File: src/rtl/core_lsu_if.sv
// Bundle of the EXECUTE request, WRITEBACK response and memory-port signals of core_lsu.
// The slave modport is the load/store unit itself. The master modport is its environment,
// i.e. EXECUTE, WRITEBACK and the memory taken together.
interface core_lsu_if #(
   parameter int unsigned XLEN = 32
) ();
   // EXECUTE -> LSU request
   logic              req_valid;
   logic              req_ready;
   logic              req_we;
   logic [1:0]        req_size;
   logic              req_unsigned;
   logic [XLEN-1:0]   req_addr;
   logic [XLEN-1:0]   req_wdata;
   logic [4:0]        req_rd;
   // LSU -> WRITEBACK response
   logic              rsp_valid;
   logic [XLEN-1:0]   rsp_data;
   logic [4:0]        rsp_rd;
   logic              rsp_err;
   logic [1:0]        rsp_err_code;
   // LSU <-> memory
   logic              mem_req;
   logic              mem_we;
   logic [XLEN/8-1:0] mem_be;
   logic [XLEN-1:0]   mem_addr;
   logic [XLEN-1:0]   mem_wdata;
   logic              mem_ack;
   logic              mem_err;
   logic [XLEN-1:0]   mem_rdata;

   modport slave (
      input  req_valid, req_we, req_size, req_unsigned, req_addr, req_wdata, req_rd,
      input  mem_ack, mem_err, mem_rdata,
      output req_ready, rsp_valid, rsp_data, rsp_rd, rsp_err, rsp_err_code,
      output mem_req, mem_we, mem_be, mem_addr, mem_wdata
   );

   modport master (
      output req_valid, req_we, req_size, req_unsigned, req_addr, req_wdata, req_rd,
      output mem_ack, mem_err, mem_rdata,
      input  req_ready, rsp_valid, rsp_data, rsp_rd, rsp_err, rsp_err_code,
      input  mem_req, mem_we, mem_be, mem_addr, mem_wdata
   );
endinterface

File: src/rtl/core_lsu.sv
// Load/store unit: one request at a time, wait-state tolerant req/ack memory port with
// byte enables and lane replication, sign/zero-extended load return, misaligned/bus-error/
// timeout reporting. XLEN must be 32 or 64. TIMEOUT = 0 disables the ack timeout.
// Optional feature macro CORE_LSU_MISALIGN_TRAP_EN: when defined, misaligned or illegal-size
// requests complete with error code 1 and no memory cycle. When undefined, they are issued
// to the aligned address starting at lane 0.
module core_lsu #(
   parameter int unsigned XLEN    = 32,
   parameter int unsigned TIMEOUT = 255
) (
   input logic       clk,
   input logic       rst,
   core_lsu_if.slave bus
);
   localparam int unsigned NB   = XLEN / 8;
   localparam int unsigned OB   = $clog2(NB);
   localparam int unsigned CW   = (TIMEOUT > 0) ? $clog2(TIMEOUT + 1) : 1;
   localparam bit          IS32 = (XLEN == 32);

   typedef enum logic [1:0] {StIdle, StAccess, StResp} state_e;

   state_e          state_q, state_d;
   logic            we_q, we_d;
   logic [1:0]      size_q, size_d;
   logic            uns_q, uns_d;
   logic [XLEN-1:0] addr_q, addr_d;
   logic [XLEN-1:0] wdata_q, wdata_d;
   logic [4:0]      rd_q, rd_d;
   logic [OB-1:0]   off_q, off_d;
   logic [CW-1:0]   cnt_q, cnt_d;
   logic [XLEN-1:0] rsp_data_q, rsp_data_d;
   logic [4:0]      rsp_rd_q, rsp_rd_d;
   logic            rsp_err_q, rsp_err_d;
   logic [1:0]      rsp_code_q, rsp_code_d;

   logic [1:0]      eff_size;
   logic            mis_align;
   logic [NB-1:0]   be_mask;
   logic [XLEN-1:0] wdata_rep;
   logic [XLEN-1:0] shifted;
   logic [XLEN-1:0] keep;
   logic            sbit;
   logic [XLEN-1:0] load_ext;
   logic            expire;
`ifdef CORE_LSU_MISALIGN_TRAP_EN
   logic            illegal;
`endif

   // Size actually used for the access, and natural-alignment check of the incoming request
   always_comb begin
      eff_size = (IS32 && bus.req_size == 2'd3) ? 2'd2 : bus.req_size;
      unique case (eff_size)
         2'd0:    mis_align = 1'b0;
         2'd1:    mis_align = bus.req_addr[0];
         2'd2:    mis_align = |bus.req_addr[1:0];
         default: mis_align = |bus.req_addr[2:0];
      endcase
`ifdef CORE_LSU_MISALIGN_TRAP_EN
      illegal = IS32 && (bus.req_size == 2'd3);
`endif
   end

   // Lane steering: byte-enable mask, store replication, load extraction and extension
   always_comb begin
      unique case (size_q)
         2'd0: begin
            be_mask   = NB'(1);
            wdata_rep = {NB{wdata_q[7:0]}};
         end
         2'd1: begin
            be_mask   = NB'(3);
            wdata_rep = {(NB/2){wdata_q[15:0]}};
         end
         2'd2: begin
            be_mask   = NB'(15);
            wdata_rep = {(NB/4){wdata_q[31:0]}};
         end
         default: begin
            be_mask   = '1;
            wdata_rep = wdata_q;
         end
      endcase
      shifted = bus.mem_rdata >> {off_q, 3'b000};
      unique case (size_q)
         2'd0: begin
            keep = XLEN'(8'hFF);
            sbit = shifted[7];
         end
         2'd1: begin
            keep = XLEN'(16'hFFFF);
            sbit = shifted[15];
         end
         2'd2: begin
            keep = XLEN'(32'hFFFF_FFFF);
            sbit = shifted[31];
         end
         default: begin
            keep = '1;
            sbit = shifted[XLEN-1];
         end
      endcase
      load_ext = shifted & keep;
      if (!uns_q && sbit) begin
         load_ext = load_ext | ~keep;
      end
   end

   // Ack wins over a same-cycle expiry because the ack branch is checked first below
   assign expire = (TIMEOUT != 0) && ((32'(cnt_q) + 32'd1) == TIMEOUT);

   // Next-state and request/response capture
   always_comb begin
      state_d    = state_q;
      we_d       = we_q;
      size_d     = size_q;
      uns_d      = uns_q;
      addr_d     = addr_q;
      wdata_d    = wdata_q;
      rd_d       = rd_q;
      off_d      = off_q;
      cnt_d      = cnt_q;
      rsp_data_d = rsp_data_q;
      rsp_rd_d   = rsp_rd_q;
      rsp_err_d  = rsp_err_q;
      rsp_code_d = rsp_code_q;
      unique case (state_q)
         StIdle: begin
            if (bus.req_valid) begin
               we_d    = bus.req_we;
               size_d  = eff_size;
               uns_d   = bus.req_unsigned;
               addr_d  = {bus.req_addr[XLEN-1:OB], OB'(0)};
               wdata_d = bus.req_wdata;
               rd_d    = bus.req_rd;
               cnt_d   = '0;
`ifdef CORE_LSU_MISALIGN_TRAP_EN
               off_d = bus.req_addr[OB-1:0];
               if (mis_align || illegal) begin
                  state_d    = StResp;
                  rsp_data_d = '0;
                  rsp_rd_d   = '0;
                  rsp_err_d  = 1'b1;
                  rsp_code_d = 2'd1;
               end else begin
                  state_d = StAccess;
               end
`else
               // Misaligned requests are issued unchecked at the aligned address, lane 0
               off_d   = mis_align ? '0 : bus.req_addr[OB-1:0];
               state_d = StAccess;
`endif
            end
         end
         StAccess: begin
            if (bus.mem_ack) begin
               state_d = StResp;
               if (bus.mem_err) begin
                  rsp_data_d = '0;
                  rsp_rd_d   = '0;
                  rsp_err_d  = 1'b1;
                  rsp_code_d = 2'd2;
               end else begin
                  rsp_data_d = we_q ? '0 : load_ext;
                  rsp_rd_d   = we_q ? 5'd0 : rd_q;
                  rsp_err_d  = 1'b0;
                  rsp_code_d = 2'd0;
               end
            end else if (expire) begin
               state_d    = StResp;
               rsp_data_d = '0;
               rsp_rd_d   = '0;
               rsp_err_d  = 1'b1;
               rsp_code_d = 2'd3;
            end else if (TIMEOUT != 0) begin
               cnt_d = cnt_q + CW'(1);
            end
         end
         StResp:  state_d = StIdle;
         default: state_d = StIdle;
      endcase
   end

   // State and datapath registers; reset abandons any in-flight access
   always_ff @(posedge clk) begin
      if (rst) begin
         state_q    <= StIdle;
         we_q       <= 1'b0;
         size_q     <= 2'd0;
         uns_q      <= 1'b0;
         addr_q     <= '0;
         wdata_q    <= '0;
         rd_q       <= 5'd0;
         off_q      <= '0;
         cnt_q      <= '0;
         rsp_data_q <= '0;
         rsp_rd_q   <= 5'd0;
         rsp_err_q  <= 1'b0;
         rsp_code_q <= 2'd0;
      end else begin
         state_q    <= state_d;
         we_q       <= we_d;
         size_q     <= size_d;
         uns_q      <= uns_d;
         addr_q     <= addr_d;
         wdata_q    <= wdata_d;
         rd_q       <= rd_d;
         off_q      <= off_d;
         cnt_q      <= cnt_d;
         rsp_data_q <= rsp_data_d;
         rsp_rd_q   <= rsp_rd_d;
         rsp_err_q  <= rsp_err_d;
         rsp_code_q <= rsp_code_d;
      end
   end

   // Port outputs; memory-side fields read as zero outside ACCESS
   always_comb begin
      bus.req_ready    = (state_q == StIdle);
      bus.rsp_valid    = (state_q == StResp);
      bus.rsp_data     = rsp_data_q;
      bus.rsp_rd       = rsp_rd_q;
      bus.rsp_err      = rsp_err_q;
      bus.rsp_err_code = rsp_code_q;
      bus.mem_req      = 1'b0;
      bus.mem_we       = 1'b0;
      bus.mem_be       = '0;
      bus.mem_addr     = '0;
      bus.mem_wdata    = '0;
      if (state_q == StAccess) begin
         bus.mem_req   = 1'b1;
         bus.mem_we    = we_q;
         bus.mem_be    = be_mask << off_q;
         bus.mem_addr  = addr_q;
         bus.mem_wdata = wdata_rep;
      end
   end
endmodule

File: src/flat_wrapper.sv
// flat-port wrapper written by rule: the top's interface ports become plain ports
module core_lsu_flat 
#(
   parameter int unsigned XLEN    = 32,
   parameter int unsigned TIMEOUT = 255
)
  (clk, rst, bus_req_valid, bus_req_we, bus_req_size, bus_req_unsigned, bus_req_addr, bus_req_wdata, bus_req_rd, bus_mem_ack, bus_mem_err, bus_mem_rdata, bus_req_ready, bus_rsp_valid, bus_rsp_data, bus_rsp_rd, bus_rsp_err, bus_rsp_err_code, bus_mem_req, bus_mem_we, bus_mem_be, bus_mem_addr, bus_mem_wdata);
  core_lsu_if #(.XLEN(XLEN)) bus_i ();
  input logic clk;
  input logic rst;
  input wire logic [$bits(bus_i.req_valid)-1:0] bus_req_valid;
  input wire logic [$bits(bus_i.req_we)-1:0] bus_req_we;
  input wire logic [$bits(bus_i.req_size)-1:0] bus_req_size;
  input wire logic [$bits(bus_i.req_unsigned)-1:0] bus_req_unsigned;
  input wire logic [$bits(bus_i.req_addr)-1:0] bus_req_addr;
  input wire logic [$bits(bus_i.req_wdata)-1:0] bus_req_wdata;
  input wire logic [$bits(bus_i.req_rd)-1:0] bus_req_rd;
  input wire logic [$bits(bus_i.mem_ack)-1:0] bus_mem_ack;
  input wire logic [$bits(bus_i.mem_err)-1:0] bus_mem_err;
  input wire logic [$bits(bus_i.mem_rdata)-1:0] bus_mem_rdata;
  output wire logic [$bits(bus_i.req_ready)-1:0] bus_req_ready;
  output wire logic [$bits(bus_i.rsp_valid)-1:0] bus_rsp_valid;
  output wire logic [$bits(bus_i.rsp_data)-1:0] bus_rsp_data;
  output wire logic [$bits(bus_i.rsp_rd)-1:0] bus_rsp_rd;
  output wire logic [$bits(bus_i.rsp_err)-1:0] bus_rsp_err;
  output wire logic [$bits(bus_i.rsp_err_code)-1:0] bus_rsp_err_code;
  output wire logic [$bits(bus_i.mem_req)-1:0] bus_mem_req;
  output wire logic [$bits(bus_i.mem_we)-1:0] bus_mem_we;
  output wire logic [$bits(bus_i.mem_be)-1:0] bus_mem_be;
  output wire logic [$bits(bus_i.mem_addr)-1:0] bus_mem_addr;
  output wire logic [$bits(bus_i.mem_wdata)-1:0] bus_mem_wdata;
  assign bus_i.req_valid = bus_req_valid;
  assign bus_i.req_we = bus_req_we;
  assign bus_i.req_size = bus_req_size;
  assign bus_i.req_unsigned = bus_req_unsigned;
  assign bus_i.req_addr = bus_req_addr;
  assign bus_i.req_wdata = bus_req_wdata;
  assign bus_i.req_rd = bus_req_rd;
  assign bus_i.mem_ack = bus_mem_ack;
  assign bus_i.mem_err = bus_mem_err;
  assign bus_i.mem_rdata = bus_mem_rdata;
  assign bus_req_ready = bus_i.req_ready;
  assign bus_rsp_valid = bus_i.rsp_valid;
  assign bus_rsp_data = bus_i.rsp_data;
  assign bus_rsp_rd = bus_i.rsp_rd;
  assign bus_rsp_err = bus_i.rsp_err;
  assign bus_rsp_err_code = bus_i.rsp_err_code;
  assign bus_mem_req = bus_i.mem_req;
  assign bus_mem_we = bus_i.mem_we;
  assign bus_mem_be = bus_i.mem_be;
  assign bus_mem_addr = bus_i.mem_addr;
  assign bus_mem_wdata = bus_i.mem_wdata;
  core_lsu #(.XLEN(XLEN), .TIMEOUT(TIMEOUT)) u_core (.clk(clk), .rst(rst), .bus(bus_i));
endmodule
File: config.mk
export PLATFORM = sky130hd
export DESIGN_NAME = core_lsu_flat
export DESIGN_NICKNAME = d
export VERILOG_FILES = /design/src/rtl/core_lsu_if.sv /design/src/rtl/core_lsu.sv /design/src/flat_wrapper.sv
export SDC_FILE = /design/constraint.sdc
export NUM_CORES = 1
export LEC_CHECK = 0
export BUFFER_PORTS_ARGS = -buffer_cell sky130_fd_sc_hd__buf_2
export CORE_MARGIN = 4
export CORE_UTILIZATION = 50
export DETAILED_ROUTE_END_ITERATION = 10
export PLACE_DENSITY_LB_ADDON = 0.25
export SETUP_SLACK_MARGIN = 0.5
export SLEW_MARGIN = 5
export SYNTH_ARGS = -nofsm -noshare
export SYNTH_HDL_FRONTEND = slang
export SYNTH_SLANG_ARGS = --single-unit
File: constraint.sdc
create_clock -name clk -period 2.49 [get_ports clk]
set_clock_uncertainty 0.2 [all_clocks]
set_input_delay 0.1245 -clock clk [delete_from_list [all_inputs] [get_ports clk]]
set_output_delay 0.1245 -clock clk [all_outputs]
set_load 0.02 [all_outputs]
==> results by group <==
STA
  – Slew HR: around 57%
  – Final Hold Viols: 0
  – Final period util: 91.1%
  – Max Slew Vio Count: 0
  – Final Setup Violations: 0
  – Setup TNS: 0 ns
  – Fmax: around 440 MHz
  – Tmin final: 2.27 ns
  – Least-Margin Pin Slew: 0.640 ns
  – Final WS setup: 0.220 ns
  – RSZ-0062 raised after global routing: yes

CTS
  – CTS Sinks: around 120
  – CTS buffer count: 17
  – CTS tree: done
  – Worst skew pair latency: around 0.42 ns
  – Clock slew at reported path FFs: about 0.05 ns
  – Clock Path Buffers: 2
  – Root Buffer: clkbuf_16
  – H-tree Lvls: 4

Power
  – Pwr Density: roughly 580 mW/mm2
  – Lkg Pwr: between 4 and 5 nW
  – VDD IR max: around 510 uV
  – Final Power: 5.53 mW

Route
  – DRT antenna net count: 0
  – Vias: between 7000 and 8000
  – Residual DRC: 0
  – 1st-iter DRT viols: between 700 and 800
  – Routed vias/inst: between 5 and 6
  – DR pass1 iterations: 6
  – Drt wl/cell: ~19 um
  – Drt total wl: approximately 24000 um

Global routing
  – Met2 Resource Use GR: 53.5%
  – Grt met1 use: 36.2%
  – Met3 GRT Util: 10.2%
  – Most congested layer reported by global routing: met2
  – Largest net degree at the start of global routing: 124
  – Total GRT Usage: approximately a third
  – First-pass GRT wire length: about 36000 um
  – Vias in the first global route: between 7000 and 8000
  – Remaining Overflow, GRT: 0
  – Number of antenna violations at the first check in global routing: 1

Worst hold path
  – Hold Path Sink: u_core.bus.rsp_data[0]
  – Worst Hold Depth: 4
  – Hold Startpoint: bus_mem_rdata[0]
  – Min-Delay Path Class: in -> reg

Critical path
  – Worst R2R Setup Slack: around 0.22 ns
  – CP max FO: 9
  – CP max-delay cell: dfxtp_4
  – Endpoint class of the critical path: flop
  – Crit-path cells: ha_4 > nand3_4 > o21a_4 > o311ai_4 > nor3_4 > buf_6 > buf_12 > clkbuf_16 > nand3_1 > o21ai_0
  – CP required: 2.58 ns
  – CP Class: reg -> reg
  – Critical R2R Capture: u_core.bus.rsp_data[26]
  – CP arrival: ~2.4 ns
  – Worst R2R Start: u_core.cnt_q[1]
  – CP peak stage delay: approximately 0.36 ns
  – Critical path startpoint: u_core.cnt_q[1]
  – Critical Path Start Type: flop
  – Cell count of the worst reg-to-reg path: 10

Yosys
  – Post-synthesis average cell area: about 7.6 um2
  – Post-Syn Area: between 0.006 and 0.007 mm2
  – Seq cells post-synth: 122
  – Dominant synthesized flop cell: dfxtp_1
  – Fraction of registers with async set or reset after synthesis: 0%
  – Seq/Total Area, Yosys: between 40% and 50%
  – Yosys warns: 0
  – EDFF count, synth: 0
  – Yosys cell types: 55
  – Syn Inst Count: 799

Cells and area
  – Layout area overhead: 57.1%
  – Nets: roughly 1200
  – FILL cells: between 700 and 800
  – Reg area: around 0.0025 mm2
  – Footprint of the multi-input gates: around 0.0034 mm2
  – Layout cells sized above 1: between 30% and 40%

Die
  – Die Span X: about 120 um
  – Die area: between 0.01 and 0.015 mm2
  – Rows: 39
  – Initial core utilization: 52.0%
  – Io pins: roughly 220
  – Core area: between 0.01 and 0.015 mm2
  – Die Y: approximately 120 um

Place
  – IO Port Bufs: roughly 220
  – Final Wtd Congestion: about 0.92
  – Pre-CTS setup slack: roughly 0.23 ns
  – DP HPWL: ~12000 um

Run
  – MaxCap Viol Count: 0

Status
  – Status: complete, no violations
-- flip-flops by register name, summed over array words and instances, names as in the netlist --
signal / count
u_core.bus.rsp_rd: 5
u_core.cnt_q: 8
u_core.uns_q: 1
u_core.wdata_q: 32
u_core.bus.rsp_err_code: 2
u_core.we_q: 1
u_core.off_q: 2
u_core.rd_q: 5
u_core.size_q: 2
u_core.addr_q: 30
u_core.state_q: 2
u_core.bus.rsp_data: 32
-- worst max-delay path: cells and delay by family, from the launching register on --
kind | cells | cell delay [ns]
compound gates | 3 | 0.65
buf+inv | 3 | 0.44
flops | 1 | 0.36
simple gates | 3 | 0.32
fa+ha+maj | 1 | 0.16
-- layout make-up --
class / count / share of cell area (%)
multi-input cells: 605 / 36.2
repair buffers: 367 / 29.3
clock inverters: 7 / 0.897
clock buffers: 25 / 5.54
flip-flops and latches: 122 / 26.0
well taps: 143 / 1.89
diodes: 1 / 0.0264
inverters: 4 / 0.211
-- cell usage in the layout (no fill, tap or decap), drive strengths merged, types with 9 or more instances in the layout --
master | Yosys | routed
mux2i | 36 | 36
clkbuf | 41 | 31
nor2b | 9 | 9
dfxtp | 122 | 122
buf | 28 | 257
a21oi | 106 | 106
dlygate4sd3 | 0 | 104
o21ai | 52 | 52
nand3 | 34 | 34
nand2b | 33 | 33
nand2 | 189 | 189
nor2 | 42 | 42
and2 | 41 | 41
-- logic make-up (layout without fill, tap and decap cells) --
logic type               Yosys count  in the layout  synth area share, %
AO/OA/AOI/OAI                    187            187                 17.8
XOR/XNOR                           2              2                0.414
adder cells (fa/ha/maj)            2              2                0.414
buffers and inverters             73            403                 5.30
flip-flops                       122            122                 40.4
multiplexers                      36             36                 5.97
other                              1              3               0.0621
AND/OR/NAND/NOR                  376            376                 29.6
-- stage by stage --
stage	util [%]	hold slack (ns)	cell area (um2)	std cells
final	81.7	0.0168	9490	1274
after global placement	62.5	0.165	7260	1110
after global routing	81.7	0.0249	9490	1274
after detailed placement	62.5	0.170	7260	1110
after floorplan	-	0.0605	6080	800
after CTS	79.3	0.00558	9210	1262
-- synth_stat cells (6+ instances only) --
| cell type | number | area share, % |
|---|---|---|
| nand2_1 | 189 | 12 |
| dfxtp_1 | 122 | 40 |
| a21oi_1 | 106 | 8.8 |
| o21ai_0 | 51 | 4.2 |
| and2_1 | 41 | 4.2 |
| clkbuf_1 | 41 | 2.5 |
| nor2_1 | 41 | 2.5 |
| mux2i_1 | 36 | 6.0 |
| nand2b_1 | 33 | 3.4 |
| nand3_1 | 33 | 2.7 |
| buf_1 | 13 | 0.81 |
| nor2b_1 | 9 | 0.93 |
| a211o_1 | 7 | 1.0 |
| a41o_1 | 7 | 1.2 |
| buf_2 | 7 | 0.58 |
| buf_4 | 6 | 0.75 |
-- where the power goes --
| group | internal [mW] | total, mW | switching, mW |
|---|---|---|---|
| registers | 2.03 | 2.10 | 0.0646 |
| logic | 0.413 | 0.916 | 0.503 |
| clock network | 1.65 | 2.52 | 0.866 |
-- how the worst max path moves through the flow --
stage | to | slack [ns] | cells after the start
finish | u_core.bus.rsp_data[26] | 0.22 | 10
global route | u_core.bus.rsp_data[26] | 0.16 | 10
CTS | u_core.bus.rsp_data[3] | 0.36 | 8
detailed placement | u_core.bus.rsp_data[2] | 0.23 | 7
global placement | u_core.bus.rsp_data[4] | 0.34 | 7
floorplan | u_core.bus.rsp_data[5] | 0.50 | 8
-- per-layer routing --
metal	share of wire (%)	up-vias	routed length, um
met3	9.7	129	2330
met5	0	-	0
li1	-	3335	-
met4	6.5	0	1560
met1	36	3386	8680
met2	48	494	11500
-- what timing repair did --
action / CTS / global route
cloned: 4 / 6
setup endpoints to repair: 113 / 72
resized for setup: 32 / 48
hold buffers: 104 / 0
pin swaps: 5 / 15
hold endpoints to repair: 106 / 0
buffers inserted: 12 / 5
No activity file was read; power rests on OpenSTA's default activity.
